==> src/rtl/mem_arb_pkg.sv <==
// Shared types and constants for the two-port memory bus arbiter.
// Imported by the round-robin picker and the arbiter top.
package mem_arb_pkg;

  typedef enum logic [1:0] {
    IDLE,
    ACCESS,
    DONE
  } arb_state_t;

  localparam logic OWN_CPU = 1'b0;
  localparam logic OWN_DMA = 1'b1;

  localparam int ADDR_W_DEF   = 13;
  localparam int DATA_W_DEF   = 8;
  localparam int WAIT_CYC_DEF = 2;

endpackage

==> src/rtl/mem_arb_rr.sv <==
// Two-way round-robin pick between the CPU and DMA requesters.
// On a tie the port that did not own the last transaction wins.
module mem_arb_rr
  import mem_arb_pkg::*;
(
  input  logic cpu_req,
  input  logic dma_req,
  input  logic last_owner,
  output logic grant_valid,
  output logic grant_id
);

  always_comb begin
    grant_valid = cpu_req | dma_req;
    grant_id    = OWN_CPU;
    unique case (1'b1)
      (cpu_req && dma_req):  grant_id = ~last_owner;
      (dma_req && !cpu_req): grant_id = OWN_DMA;
      default:               grant_id = OWN_CPU;
    endcase
  end

endmodule

==> src/rtl/mem_bus_arbiter.sv <==
// Shares one memory bus between CPU and DMA ports with round-robin
// grant, a fixed number of strobe cycles and a one-cycle acknowledge.
module mem_bus_arbiter
  import mem_arb_pkg::*;
#(
  parameter int ADDR_W   = ADDR_W_DEF,
  parameter int DATA_W   = DATA_W_DEF,
  parameter int WAIT_CYC = WAIT_CYC_DEF
) (
  input  logic              clk,
  input  logic              rst_n,
  input  logic              cpu_req,
  input  logic              cpu_we,
  input  logic [ADDR_W-1:0] cpu_addr,
  input  logic [DATA_W-1:0] cpu_wdata,
  output logic              cpu_ack,
  output logic [DATA_W-1:0] cpu_rdata,
  input  logic              dma_req,
  input  logic              dma_we,
  input  logic [ADDR_W-1:0] dma_addr,
  input  logic [DATA_W-1:0] dma_wdata,
  output logic              dma_ack,
  output logic [DATA_W-1:0] dma_rdata,
  output logic [ADDR_W-1:0] mem_addr,
  output logic [DATA_W-1:0] mem_wdata,
  output logic              mem_rd,
  output logic              mem_wr,
  input  logic [DATA_W-1:0] mem_rdata,
  output logic              busy,
  output logic              owner
);

  localparam logic [3:0] CNT_INIT = 4'(WAIT_CYC - 1);

  arb_state_t  state;
  logic [3:0]  cnt;
  logic        last_owner;
  logic        grant_valid;
  logic        grant_id;
  logic        sel_we;
  logic [ADDR_W-1:0] sel_addr;
  logic [DATA_W-1:0] sel_wdata;

  mem_arb_rr u_rr (
    .cpu_req     (cpu_req),
    .dma_req     (dma_req),
    .last_owner  (last_owner),
    .grant_valid (grant_valid),
    .grant_id    (grant_id)
  );

  assign sel_we    = grant_id ? dma_we    : cpu_we;
  assign sel_addr  = grant_id ? dma_addr  : cpu_addr;
  assign sel_wdata = grant_id ? dma_wdata : cpu_wdata;

  always_ff @(posedge clk or negedge rst_n) begin
    if (!rst_n) begin
      state      <= IDLE;
      cnt        <= '0;
      last_owner <= OWN_DMA;
      owner      <= OWN_CPU;
      mem_addr   <= '0;
      mem_wdata  <= '0;
      mem_rd     <= 1'b0;
      mem_wr     <= 1'b0;
      busy       <= 1'b0;
      cpu_ack    <= 1'b0;
      dma_ack    <= 1'b0;
      cpu_rdata  <= '0;
      dma_rdata  <= '0;
    end else begin
      cpu_ack <= 1'b0;
      dma_ack <= 1'b0;
      unique case (state)
        IDLE: begin
          if (grant_valid) begin
            state      <= ACCESS;
            owner      <= grant_id;
            last_owner <= grant_id;
            mem_addr   <= sel_addr;
            mem_wdata  <= sel_wdata;
            mem_rd     <= !sel_we;
            mem_wr     <= sel_we;
            busy       <= 1'b1;
            cnt        <= CNT_INIT;
          end
        end
        ACCESS: begin
          if (cnt == 4'd0) begin
            state  <= DONE;
            mem_rd <= 1'b0;
            mem_wr <= 1'b0;
            // mem_rd still reflects the latched direction here
            if (mem_rd) begin
              if (owner == OWN_DMA) dma_rdata <= mem_rdata;
              else                  cpu_rdata <= mem_rdata;
            end
            if (owner == OWN_DMA) dma_ack <= 1'b1;
            else                  cpu_ack <= 1'b1;
          end else begin
            cnt <= cnt - 4'd1;
          end
        end
        DONE: begin
          state <= IDLE;
          busy  <= 1'b0;
        end
        default: state <= IDLE;
      endcase
    end
  end

endmodule

==> config.mk <==
export PLATFORM = sky130hd
export DESIGN_NAME = mem_bus_arbiter
export DESIGN_NICKNAME = d
export VERILOG_FILES = /design/src/rtl/mem_arb_pkg.sv /design/src/rtl/mem_arb_rr.sv /design/src/rtl/mem_bus_arbiter.sv
export SDC_FILE = /design/constraint.sdc
export NUM_CORES = 1
export LEC_CHECK = 0
export BUFFER_PORTS_ARGS = -buffer_cell sky130_fd_sc_hd__buf_2
export CAP_MARGIN = 10
export CORE_MARGIN = 10
export CORE_UTILIZATION = 45
export DETAILED_ROUTE_END_ITERATION = 16
export PLACE_DENSITY_LB_ADDON = 0.15
export SYNTH_ARGS = -nofsm -noshare
export SYNTH_HDL_FRONTEND = slang
export SYNTH_SLANG_ARGS = --single-unit
==> constraint.sdc <==
create_clock -name clk -period 4.1 [get_ports clk]
set_input_delay 0.41 -clock clk [delete_from_list [all_inputs] [get_ports clk]]
set_output_delay 0.41 -clock clk [all_outputs]
set_load 0.05 [all_outputs]
==> flow_metrics.py <==
metrics = {
    "run_status": {
        "status": "finished, final reports clean",
    },
    "die": {
        "rows": 25,
        "die_area_sq_mm": 0.00806,
        "design.core.area_sq_mm": 0.00472,
        "die_w_um": 89.8,
        "start_util_pct": 46.4,
        "die_h_um": 89.8,
        "io_pins": 99,
    },
    "global_route": {
        "grt_util_met3_pct": 5.07,
        "antenna_found_initial": 0,
        "busiest_layer": "met2",
        "grt_pass1_wl_um": 9330,
        "grtUsageMet1_pct": 16.9,
        "use_met2_pct": 21.5,
        "first_global_vias": 1907,
        "overflow": 0,
        "grt_max_degree": 51,
        "grt_usage_pct": 13.6,
    },
    "logic_synthesis": {
        "synth-edff-count": 0,
        "ys_types": 34,
        "syn_area_sq_mm": 0.00219,
        "synth_ff_type": "dfrtp_1",
        "synth_area_leader_cell": "dfrtp_1",
        "yosysMostFrequentCell": "dfrtp_1",
        "yosysWarnings": 0,
        "netlist.area_leader.share_pct": 56.0,
        "netlist_instances": 179,
        "yosys-top-cells-count": "dfrtp_1, o21ai_0, mux2i_1, mux2_2, clkbuf_1",
        "seq_area_frac_synth_pct": 57.2,
        "synth_seq_cells": 50,
        "synth_area_leaders": "dfrtp_1, o21ai_0, mux2i_1, mux2_2, clkbuf_1",
        "async_flop_share_pct": 100,
        "postSynthAreaPerCell_sq_um": 12.2,
        "syn-num-nets": 236,
    },
    "setup_path": {
        "path_cells": "inv_1 > ha_1 > nor3b_4 > and4_1 > mux2_2",
        "r2r_slack_ns": 2.20,
        "rr_startpoint": "cnt[0]",
        "worst_r2r_path_depth": 5,
        "cp_slowest_cell": "and4_1",
        "start_kind": "flip-flop",
        "crit_family": "simple AND/OR/NAND/NOR gates",
        "startpoint": "cnt[0]",
        "path_max_fanout": 8,
        "cpPeakStageDelay_ns": 0.46,
        "arrival_ns": 2.08,
        "path_class": "reg2reg",
        "end_kind": "flip-flop",
        "path_depth": 5,
        "r2r-end": "dma_rdata[5]",
        "required_ns": 4.29,
        "critPathCapture": "dma_rdata[5]",
        "crit_buf_inv": 1,
    },
    "placed_design": {
        "hpwl_um": 4160,
        "gp_congestion": 0.783,
        "placedCellCount": 336,
        "numPortBuffers": 98,
    },
    "power_and_ir_drop": {
        "power_switching_mw": 1.34,
        "internal_power_mw": 1.30,
        "power.leakage_nw": 1.43,
        "p_comb_share_pct": 54.3,
        "power_frac_seq_pct": 31.9,
        "clkPwrFrac_pct": 13.8,
        "pwr_density_cell_mw_per_mm2": 927,
        "peakVddDrop_v": 0.000368,
        "totalPowerFinal_mw": 2.64,
        "p_sw_share_pct": 50.8,
    },
    "finish": {
        "layout.cells.non_filler": 344,
        "finalNetCount": 333,
        "num_antenna_cells": 0,
        "drive_gt1_share_pct": 47.7,
        "area_growth_pct": 30.2,
        "fin_util_pct": 60.4,
    },
    "clock_tree": {
        "post_cts_buffers": 0,
        "post_cts_resized": 0,
        "cts_root_buf": "clkbuf_8",
        "cts_tree": "done",
        "postCtsHoldBufs": 0,
        "cts-buffers-inserted": 5,
        "h-tree-depth": 2,
        "worst_skew_pair.late_latency_ns": 0.30,
        "clk_path_buf_depth": 2,
        "clkTransAtPathRegs_ns": 0.09,
        "clock_sink_count": 50,
    },
    "route": {
        "drtIter0Drc": 51,
        "wirelength_um": 5500,
        "firstDrtPassIters": 4,
        "vias_per_cell": 4.97,
        "route.detailed.drc": 0,
        "ant_nets": 0,
        "wl_per_cell_um": 16.0,
        "vias": 1711,
    },
    "timing": {
        "hold_violations": 0,
        "final-setup-viol-count": 0,
        "finalCritPeriodShare_pct": 46.2,
        "rsz0062_at_grt": "false",
        "finalSetupTns_ns": 0,
        "slew_headroom_pct": 28.3,
        "fmax_ghz": 0.528,
        "final_max_slew_viol_count": 0,
        "min_period_ns": 1.90,
        "fin_skew_ns": 0.00968,
        "tightest_slew_ns": 1.08,
    },
    "worst_hold_path": {
        "hold_class": "in2async",
    },
    "run": {
        "max-cap-violations": 0,
    },
}
worst reg2reg max path, stage by stage, from the launching register on:
cell	delay [ns]
dfrtp_1	0.38
inv_1	0.08
ha_1	0.17
nor3b_4	0.32
and4_1	0.46
mux2_2	0.38
stage by stage:
step	hold slack, ns	cell area [sq um]	setup slack (ns)
floorplan	0.114	2190	2.45
global placement	0.483	2730	2.14
detailed placement	0.490	2730	2.10
CTS	0.308	2850	2.18
global route	0.313	2850	2.06
finish	0.299	2850	2.20
cell type report:
cell class,count,area (sq um)
timing repair buffer,100,505
sequential,50,1250
clock buffer,6,82.6
tap,67,83.8
clock inverter,2,38.8
multi-input combinational,115,873
inverter,4,15.0
fill,439,1870
flip-flops by register name, indices dropped and copies added (netlist names):
signal	flops
cnt	4
mem_wr	1
mem_addr	13
cpu_rdata	8
mem_rd	1
owner	1
dma_rdata	8
cpu_ack	1
dma_ack	1
busy	1
state	2
mem_wdata	8
last_owner	1
routing by layer:
layer,up-vias,routed length [um]
met5,-,0
met4,0,69
met3,9,446
met2,73,2500
met1,794,2490
li1,835,-
power by group through the flow:
stage	Sequential [mW]	Combinational (mW)	Clock, mW
after floorplan	1.51	0.425	0
after CTS	0.844	1.45	0.372
after global routing	0.876	1.54	0.394
after detailed placement	0.851	1.45	0
final	0.843	1.43	0.365
after global placement	0.849	1.43	0
kinds of logic (layout without fill, tap and decap cells):
| group | count (synthesis) | in the layout | synth area share, % |
|---|---|---|---|
| adder cells (fa/ha/maj) | 1 | 1 | 0.571 |
| buffers and inverters | 14 | 112 | 3.26 |
| flip-flops | 50 | 50 | 57.2 |
| AND/OR/NAND/NOR | 17 | 17 | 5.60 |
| AO/OA/AOI/OAI | 58 | 58 | 14.5 |
| multiplexers | 39 | 39 | 18.9 |
worst min-delay path by stage:
stage                   endpoint  slack, ns    startpoint
finish                    cnt[3]       0.30         rst_n
global route          last_owner       0.31       cpu_req
CTS                   last_owner       0.31       cpu_req
detailed placement  cpu_rdata[1]       0.49  cpu_rdata[1]
global placement    cpu_rdata[3]       0.48  cpu_rdata[3]
floorplan                   busy       0.11         rst_n
cells in the final DEF, fill, tap and decap left out, drive strengths merged, types with 2 or more instances in the layout:
master  Yosys  final
nand2b      2      2
mux2i      21     21
inv         4      5
o21ai      47     47
mux2       18     18
dfrtp      49     49
nor2        3      3
buf         3    100
o22ai       2      2
a21oi       2      2
nor2b       2      2
clkbuf      7      6
(Power assumes the default switching activity.)
